[src/rtl/spi_channel_rx_pkg.sv]
// Shared types and defaults for the SPI multi-channel receiver.
package spi_channel_rx_pkg;

  typedef enum logic [1:0] {
    StIdle,
    StShift,
    StCommit
  } state_e;

  localparam int unsigned DefNch    = 2;
  localparam int unsigned DefWordW  = 16;
  localparam int unsigned DefDataW  = 12;
  localparam int unsigned SyncDepth = 2;

endpackage

[src/rtl/spi_channel_rx_sync_edge.sv]
// Multi-flop synchroniser with optional rise/fall pulse outputs on the synchronised level.
module spi_channel_rx_sync_edge
  import spi_channel_rx_pkg::*;
#(
  parameter bit EdgeEn = 1'b1
) (
  input  logic clk_i,
  input  logic rst_ni,
  input  logic d_i,
  output logic q_o,
  output logic rise_o,
  output logic fall_o
);

  logic [SyncDepth-1:0] sync_q, sync_d;

  always_comb begin
    sync_d = {sync_q[SyncDepth-2:0], d_i};
  end

  always_ff @(posedge clk_i or negedge rst_ni) begin
    if (!rst_ni) begin
      sync_q <= '0;
    end else begin
      sync_q <= sync_d;
    end
  end

  assign q_o = sync_q[SyncDepth-1];

  if (EdgeEn) begin : gen_edge
    logic prev_q;

    always_ff @(posedge clk_i or negedge rst_ni) begin
      if (!rst_ni) begin
        prev_q <= 1'b0;
      end else begin
        prev_q <= q_o;
      end
    end

    assign rise_o = q_o & ~prev_q;
    assign fall_o = ~q_o & prev_q;
  end else begin : gen_no_edge
    assign rise_o = 1'b0;
    assign fall_o = 1'b0;
  end

endmodule

[src/rtl/spi_channel_rx.sv]
// SPI slave receiving NCH words per load-framed transfer into latched channel data.
// Optional macro SPI_FRAME_CHECK_EN: reject frames whose bit count is not exact.
module spi_channel_rx
  import spi_channel_rx_pkg::*;
#(
  parameter int unsigned NCH    = DefNch,
  parameter int unsigned WORD_W = DefWordW,
  parameter int unsigned DATA_W = DefDataW
) (
  input  logic                  clk,
  input  logic                  reset,
  input  logic                  sck,
  input  logic                  sdi,
  input  logic                  load,
  output logic                  sdo,
  output logic [NCH*DATA_W-1:0] ch_data,
  output logic                  frame_valid,
  output logic                  frame_err,
  output logic [7:0]            frame_cnt
);

  localparam int unsigned FrameBits = NCH * WORD_W;
  localparam int unsigned CntW      = $clog2(FrameBits + 2);
  localparam logic [CntW-1:0] CntFull = CntW'(FrameBits);
  localparam logic [CntW-1:0] CntSat  = CntW'(FrameBits + 1);

  logic sck_rise, sck_fall, load_rise, load_fall, sdi_s;
  logic unused_sck_lvl, unused_load_lvl, unused_sdi_rise, unused_sdi_fall;

  spi_channel_rx_sync_edge #(.EdgeEn(1'b1)) u_sync_sck (
    .clk_i  (clk),
    .rst_ni (reset),
    .d_i    (sck),
    .q_o    (unused_sck_lvl),
    .rise_o (sck_rise),
    .fall_o (sck_fall)
  );

  spi_channel_rx_sync_edge #(.EdgeEn(1'b1)) u_sync_load (
    .clk_i  (clk),
    .rst_ni (reset),
    .d_i    (load),
    .q_o    (unused_load_lvl),
    .rise_o (load_rise),
    .fall_o (load_fall)
  );

  spi_channel_rx_sync_edge #(.EdgeEn(1'b0)) u_sync_sdi (
    .clk_i  (clk),
    .rst_ni (reset),
    .d_i    (sdi),
    .q_o    (sdi_s),
    .rise_o (unused_sdi_rise),
    .fall_o (unused_sdi_fall)
  );

  state_e                state_q, state_d;
  logic                  start_pend_q, start_pend_d;
  logic [FrameBits-1:0]  shreg_q, shreg_d;
  logic [CntW-1:0]       cnt_q, cnt_d;
  logic [NCH*DATA_W-1:0] ch_data_q, ch_data_d;
  logic                  frame_valid_q, frame_valid_d;
  logic [7:0]            frame_cnt_q, frame_cnt_d;
  logic                  sdo_q, sdo_d;
  logic                  start, commit_ok;

  // A load rise seen during COMMIT is held so the next frame starts from IDLE.
  assign start        = load_rise | start_pend_q;
  assign start_pend_d = (state_q == StCommit) & load_rise;

`ifdef SPI_FRAME_CHECK_EN
  logic frame_err_q, frame_err_d;
  assign commit_ok   = (cnt_q == CntFull);
  assign frame_err_d = (state_q == StCommit) & ~commit_ok;
  assign frame_err   = frame_err_q;

  always_ff @(posedge clk or negedge reset) begin
    if (!reset) begin
      frame_err_q <= 1'b0;
    end else begin
      frame_err_q <= frame_err_d;
    end
  end
`else
  // Overlong frames keep their last FrameBits bits; short ones are dropped.
  assign commit_ok = (cnt_q >= CntFull);
  assign frame_err = 1'b0;
`endif

  always_ff @(posedge clk or negedge reset) begin
    if (!reset) begin
      state_q <= StIdle;
    end else begin
      state_q <= state_d;
    end
  end

  always_comb begin
    state_d = state_q;
    unique case (state_q)
      StIdle:   if (start) state_d = StShift;
      StShift:  if (load_fall) state_d = StCommit;
      StCommit: state_d = StIdle;
      default:  state_d = StIdle;
    endcase
  end

  always_comb begin
    shreg_d       = shreg_q;
    cnt_d         = cnt_q;
    ch_data_d     = ch_data_q;
    frame_valid_d = 1'b0;
    frame_cnt_d   = frame_cnt_q;
    sdo_d         = sdo_q;
    unique case (state_q)
      StIdle: begin
        sdo_d = 1'b0;
        if (start) begin
          shreg_d = '0;
          cnt_d   = '0;
        end
      end
      StShift: begin
        if (sck_rise) begin
          shreg_d = FrameBits'({shreg_q, sdi_s});
          if (cnt_q != CntSat) cnt_d = cnt_q + CntW'(1);
        end
        if (sck_fall) sdo_d = shreg_q[FrameBits-1];
      end
      StCommit: begin
        if (commit_ok) begin
          // Channel 0 arrived first, so it sits in the most significant word.
          for (int k = 0; k < NCH; k++) begin
            ch_data_d[k*DATA_W +: DATA_W] = shreg_q[(NCH-1-k)*WORD_W +: DATA_W];
          end
          frame_valid_d = 1'b1;
          frame_cnt_d   = frame_cnt_q + 8'd1;
        end
      end
      default: ;
    endcase
  end

  always_ff @(posedge clk or negedge reset) begin
    if (!reset) begin
      start_pend_q  <= 1'b0;
      shreg_q       <= '0;
      cnt_q         <= '0;
      ch_data_q     <= '0;
      frame_valid_q <= 1'b0;
      frame_cnt_q   <= 8'd0;
      sdo_q         <= 1'b0;
    end else begin
      start_pend_q  <= start_pend_d;
      shreg_q       <= shreg_d;
      cnt_q         <= cnt_d;
      ch_data_q     <= ch_data_d;
      frame_valid_q <= frame_valid_d;
      frame_cnt_q   <= frame_cnt_d;
      sdo_q         <= sdo_d;
    end
  end

  assign sdo         = sdo_q;
  assign ch_data     = ch_data_q;
  assign frame_valid = frame_valid_q;
  assign frame_cnt   = frame_cnt_q;

endmodule

[config.mk]
export PLATFORM = sky130hd
export DESIGN_NAME = spi_channel_rx
export DESIGN_NICKNAME = d
export VERILOG_FILES = /design/src/rtl/spi_channel_rx_pkg.sv /design/src/rtl/spi_channel_rx_sync_edge.sv /design/src/rtl/spi_channel_rx.sv
export SDC_FILE = /design/constraint.sdc
export NUM_CORES = 1
export LEC_CHECK = 0
export CAP_MARGIN = 10
export CORE_ASPECT_RATIO = 0.75
export CORE_MARGIN = 5
export CORE_UTILIZATION = 40
export DETAILED_ROUTE_END_ITERATION = 7
export PLACE_DENSITY = 0.63
export SLEW_MARGIN = 20
export SYNTH_ARGS = -nofsm -noshare
export SYNTH_HDL_FRONTEND = slang
export SYNTH_SLANG_ARGS = --single-unit
[constraint.sdc]
create_clock -name clk -period 3.1 [get_ports clk]
set_input_delay 0.31 -clock clk [delete_from_list [all_inputs] [get_ports clk]]
set_output_delay 0.31 -clock clk [all_outputs]
set_load 0.02 [all_outputs]
==> impl_metrics.env, run 1 <==
export IMPL_status="completed"
export IMPL_clock_skew_ns=0.00583
export IMPL_yosysWarnings=0
export IMPL_syn_area_per_cell_sq_um=11.2
export IMPL_power_mw=2.72
export IMPL_stdcell_area_sq_mm=0.00422
export IMPL_path_clk_slew_ns=0.06
export IMPL_cp_top_family="flip-flops"
export IMPL_fin_tns_setup_ns=0
export IMPL_regArea_sq_mm=0.00208
export IMPL_r2r_slack_ns=1.18
export IMPL_grt_pass1_wl_um=10900
export IMPL_ir_drop_uv=389
export IMPL_gr_usage_all_layers_pct=12.7
export IMPL_p_leak_nw=1.85
export IMPL_drt_iter0_drc=106
export IMPL_cts_tree="done"
export IMPL_p_per_area_mw_per_mm2=646
export IMPL_cts_buffers=9
export IMPL_ctsHoldBuffers=0
export IMPL_portBuffers=38
export IMPL_drc_errors=0
export IMPL_synth_top_family_by_area="simple AND/OR/NAND/NOR gates"
export IMPL_final_util_pct=49.6
export IMPL_yosysSeqAreaShare_pct=59.5
export IMPL_fmax_ghz=0.522
export IMPL_synth_compound_area_share_pct=7.60
export IMPL_cp_data_arrival_time_ns=2.17
export IMPL_crit_required_ns=3.35
export IMPL_htreeDepth=3
export IMPL_path_cells="nor2_4, a221oi_4, buf_4, mux2i_1"
export IMPL_crit_start="state_q[0]"
export IMPL_die_h_um=90.9
export IMPL_slew_headroom_pct=51.6
export IMPL_final_common_cell="dfrtp_1"
export IMPL_yosysTopAreaCell="dfrtp_1"
export IMPL_synth_adder_area_share_pct=1.43
export IMPL_setup_viol=0
export IMPL_cts_setup_buffers=0
export IMPL_top_layer_used="met4"
export IMPL_rows=29
export IMPL_place_ws_ns=1.18
export IMPL_routedWlPerCell_um=13.5
export IMPL_areaGrowthSynthToFinish_pct=20.8
export IMPL_routed_wl_um=6230
export IMPL_worst_slew_pin_slew_ns=0.725
export IMPL_slowest_stage="dfrtp_1"
export IMPL_drive_gt1_share_pct=6.53
export IMPL_worstHoldPathType="input port to asynchronous set/reset pin"
export IMPL_final_cell_mix="83 x dfrtp_1, 61 x nand2_1, 39 x inv_1"
export IMPL_fin_nets=357
export IMPL_antenna_found_initial=0
export IMPL_wl_met2_um=2610
export IMPL_syn_inst=313
export IMPL_path_class="flop to flop"
export IMPL_worstSetupEndpointType="flop"
export IMPL_ys_flop_type="dfrtp_1"
export IMPL_post_dp_hpwl_um=3880
export IMPL_stdcell_count=460
export IMPL_setup_slack_ns=1.18
export IMPL_clk_latency_ns=0.34
export IMPL_rsz0062_at_grt="false"
export IMPL_synthXorXnorAreaFrac_pct=1.76
export IMPL_place_gp_congestion=0.796
export IMPL_r2r_start="state_q[0]"
export IMPL_cts_buffer_depth=2
export IMPL_synthSimpleGateAreaFrac_pct=11.7
export IMPL_finalCritPeriodShare_pct=61.8
export IMPL_critical_path_max_stage_delay_ns=0.60
export IMPL_dp_cells=445
export IMPL_crit_path_start_kind="flop"
export IMPL_num_fill_cells=773
export IMPL_cts_resized=0
export IMPL_grt_pass1_vias=2186
export IMPL_die_w_um=118
export IMPL_globalRouteOverflowTotal=0
export IMPL_die_area_sq_mm=0.0107
export IMPL_finalHoldViolations=0
export IMPL_antenna_cells=0
export IMPL_cts_sinks=83
export IMPL_slew_viol_final=0
export IMPL_yosys_area_top_type_share_pct=59.5
export IMPL_maxCapViolations=0
export IMPL_multi_input_area_sq_mm=0.00113
export IMPL_hold_slack_ns=0.00968
export IMPL_synth_lib_cells_used_distinct=41
export IMPL_wl_met3_um=379
export IMPL_io_pins=40
export IMPL_synth_mux_area_share_pct=9.50
export IMPL_path_max_fanout=32
export IMPL_synth_edf_count=0
export IMPL_wl_met1_um=3170
export IMPL_dr_pass1_iters=4
export IMPL_vias_per_cell=4.73
export IMPL_ant_nets=0
export IMPL_core_area_sq_mm=0.00849
export IMPL_ys_ff_latch=83
export IMPL_root_buffer="clkbuf_16"
export IMPL_post_dp_cell_area_sq_mm=0.00389
export IMPL_syn_area_sq_mm=0.00349
export IMPL_start_util_pct=41.1
export IMPL_grt_max_degree=84
export IMPL_async_flop_share_pct=100
export IMPL_cp_num_buf_inv=1
export IMPL_syn_nets=322
export IMPL_ys_top_cells_by_area="dfrtp_1 59%, mux2i_1 9.2%, nand2_1 6.6%"
export IMPL_via_count=2178
export IMPL_finalCriticalPeriod_ns=1.92
-- cells by family (layout without fill, tap and decap cells) --
family,count (synthesis),after routing
AO/OA/AOI/OAI,42,42
XOR/XNOR,7,7
adder cells (fa/ha/maj),4,4
buffers and inverters,56,95
flip-flops,83,83
multiplexers,33,33
other,1,1
AND/OR/NAND/NOR,87,87
-- state kept, by name (all words and copies together), names as in the netlist, 2 cells and up --
| signal | flops |
|---|---|
| ch_data | 24 |
| shreg_q | 32 |
| u_sync_sdi.sync_q | 2 |
| state_q | 2 |
| cnt_q | 6 |
| frame_cnt | 8 |
| u_sync_sck.sync_q | 2 |
| u_sync_load.sync_q | 2 |
-- synthesized netlist by cell type (3+ instances only) --
library cell / n
o21ai_0: 25
buf_2: 5
buf_12: 3
ha_1: 4
nand4_1: 3
nand3_1: 4
a221o_1: 3
xnor2_1: 5
a21oi_1: 3
buf_6: 3
nand2_1: 61
mux2i_1: 32
inv_1: 39
nor2b_1: 5
clkbuf_1: 4
dfrtp_1: 83
-- final timing paths --
kind                            cells after the start              endpoint
min in group clk                                    0  u_sync_sck.sync_q[1]
max in group asynchronous                           1            ch_data[4]
worst min-delay path                                1  u_sync_sdi.sync_q[0]
worst min register to register                      0  u_sync_sck.sync_q[1]
worst max-delay path                                4            shreg_q[4]
worst max register to register                      4            shreg_q[4]
-- power by group --
group | total (mW) | switching (mW) | leakage (nW) | internal (mW)
logic | 0.388 | 0.227 | 0.564 | 0.161
registers | 1.21 | 0.0691 | 1.13 | 1.14
clock network | 1.13 | 0.407 | 0.148 | 0.723
-- layer usage --
layer / global-route usage, % / up-vias
met1: 17.6 / 1035
met4: 3.44 / 0
li1: - / 1083
met3: 6.26 / 9
met5: 0 / -
met2: 17.8 / 51
-- layout make-up --
| class | count | area share, % |
|---|---|---|
| flip-flops and latches | 83 | 49.3 |
| multi-input cells | 174 | 26.9 |
| repair buffers | 41 | 9.59 |
| clock buffers | 11 | 5.76 |
| inverters | 39 | 3.47 |
| well taps | 108 | 3.21 |
| clock inverters | 4 | 1.78 |
(Power assumes the default switching activity.)
==> run 2, diff against run 1 <==
==> constraint.sdc (replaced) <==
create_clock -name clk -period 1.8 [get_ports clk]
set_input_delay 0.18 -clock clk [delete_from_list [all_inputs] [get_ports clk]]
set_output_delay 0.18 -clock clk [all_outputs]
set_load 0.02 [all_outputs]
==> run 2 against run 1 <==
Compared with the run above: first-iteration DRC count increased by 32%; clock power is 71% higher; hold slack improved by 0.28 ns; cell count increased by 1.7%; sequential cell count unchanged; clock skew decreased by 0.00056 ns; sequential share of layout area fell by 1.0 points; combinational power up 96%; critical path type unchanged; highest routed layer unchanged.
==> impl_metrics.env, run 2 (synthesis results as in run 1) <==
export IMPL_status="completed"
export IMPL_clock_skew_ns=0.00527
export IMPL_post_dp_hpwl_um=4390
export IMPL_p_per_area_mw_per_mm2=1110
export IMPL_clk_latency_ns=0.33
export IMPL_setup_viol=0
export IMPL_antenna_cells=0
export IMPL_die_h_um=90.9
export IMPL_stdcell_count=468
export IMPL_grt_pass1_vias=2296
export IMPL_worstHoldPathType="input port to flop"
export IMPL_antenna_found_initial=0
export IMPL_worstSetupEndpointType="flop"
export IMPL_path_clk_slew_ns=0.06
export IMPL_grt_util_met1_pct=19.2
export IMPL_final_common_cell="dfrtp_1"
export IMPL_cp_num_buf_inv=2
export IMPL_globalRouteOverflowTotal=0
export IMPL_dr_pass1_iters=4
export IMPL_crit_path_frequent_cell="buf_4"
export IMPL_use_met2_pct=19.8
export IMPL_grt_busiest_layer="met2"
export IMPL_hold_path_end="u_sync_sdi.sync_q[0]"
export IMPL_via_count=2195
export IMPL_place_gp_congestion=0.799
export IMPL_p_leak_nw=1.90
export IMPL_power_mw=4.76
export IMPL_regMostFlops="shreg_q"
export IMPL_hold_start="sdi"
export IMPL_hold_slack_ns=0.286
export IMPL_cts_sinks=83
export IMPL_r2r_end="shreg_q[3]"
export IMPL_r2r_slack_ns=0.14
export IMPL_core_area_sq_mm=0.00849
export IMPL_cts_buffer_depth=2
export IMPL_final_cell_mix="83 x dfrtp_1, 61 x nand2_1, 39 x inv_1"
export IMPL_ant_nets=0
export IMPL_regArea_sq_mm=0.00208
export IMPL_drt_iter0_drc=140
export IMPL_gr_usage_all_layers_pct=13.7
export IMPL_crit_path_start_kind="flop"
export IMPL_cts_buffers=9
export IMPL_fin_nets=365
export IMPL_r2r_start="state_q[0]"
export IMPL_rsz0062_at_grt="false"
export IMPL_num_fill_cells=797
export IMPL_whs_path_depth=1
export IMPL_finalCriticalPeriod_ns=1.66
export IMPL_path_cells="buf_4, a221oi_4, buf_4, mux2i_1"
export IMPL_finalCritPeriodShare_pct=92.3
export IMPL_use_met3_pct=5.26
export IMPL_vias_per_cell=4.69
export IMPL_largest_register_ffs=32
export IMPL_path_max_fanout=9
export IMPL_routedWlPerCell_um=13.9
export IMPL_path_class="flop to flop"
export IMPL_slew_viol_final=0
export IMPL_ir_drop_uv=715
export IMPL_cts_tree="done"
export IMPL_root_buffer="clkbuf_16"
export IMPL_maxCapViolations=0
export IMPL_rows=29
export IMPL_grt_pass1_wl_um=11800
export IMPL_multi_input_area_sq_mm=0.00113
export IMPL_htreeDepth=3
export IMPL_critical_path_max_stage_delay_ns=0.48
export IMPL_die_area_sq_mm=0.0107
export IMPL_io_pins=40
export IMPL_cp_data_arrival_time_ns=1.91
export IMPL_areaGrowthSynthToFinish_pct=23.3
export IMPL_fmax_ghz=0.602
export IMPL_finalHoldViolations=0
export IMPL_ff2ff_path_depth=4
export IMPL_final_util_pct=50.7
export IMPL_grt_max_degree=38
export IMPL_crit_required_ns=2.05
export IMPL_fin_tns_setup_ns=0
export IMPL_dp_cells=452
export IMPL_drc_errors=0
export IMPL_start_util_pct=41.1
export IMPL_routed_wl_um=6510
export IMPL_cts_setup_buffers=0
export IMPL_cp_top_family="buffers and inverters"
export IMPL_drive_gt1_share_pct=7.78
export IMPL_portBuffers=38
export IMPL_die_w_um=118
export IMPL_slowest_stage="dfrtp_1"
## run 2: changes by cell type in the layout (fill, tap and decap cells not counted), sizes merged
| cell | before | now |
|---|---|---|
| dlygate4sd3 | 0 | 1 |
| clkinvlp | 2 | 0 |
| clkbuf | 11 | 13 |
| buf | 4 | 11 |
## run 2: metrics by stage
step / setup slack [ns] / cell area, sq um
4_1_cts: 0.117 / 4300
2_1_floorplan: 0.415 / 3490
5_1_grt: 0.0256 / 4300
6_report: 0.139 / 4300
3_3_place_gp: 0.211 / 3980
3_5_place_dp: 0.104 / 3980
## run 2: worst max path at each step
stage / startpoint / endpoint / slack, ns / cells after the start
floorplan: cnt_q[1] / cnt_q[1] / 0.42 / 5
global placement: state_q[0] / shreg_q[4] / 0.21 / 4
detailed placement: state_q[0] / shreg_q[3] / 0.10 / 4
CTS: state_q[1] / frame_cnt[3] / 0.12 / 4
global route: state_q[1] / cnt_q[2] / 0.03 / 3
finish: state_q[0] / shreg_q[3] / 0.14 / 4
## run 2: routing by layer
metal / share of wire (%) / vias to the layer above
met4: 1.4 / 0
met5: 0 / -
met3: 4.5 / 8
met2: 44 / 40
met1: 50 / 1050
li1: - / 1097
## run 2: cell type report
class / count / area share [%]
Multi-Input combinational cell: 174 / 26.4
Tap cell: 108 / 3.14
Clock inverter: 2 / 1.40
Sequential cell: 83 / 48.3
Inverter: 39 / 3.40
Clock buffer: 13 / 5.81
Timing Repair Buffer: 49 / 11.6
## run 2: report_power, final
| group | internal (mW) | switching (mW) |
|---|---|---|
| Clock | 1.25 | 0.683 |
| Sequential | 1.96 | 0.111 |
| Combinational | 0.341 | 0.419 |
| Total | 3.55 | 1.21 |
## run 2: repair_timing
item | in CTS | in global routing
hold buffers | 1 | 0
resized for setup | 0 | 0
endpoints found under the hold margin | 33 | 0
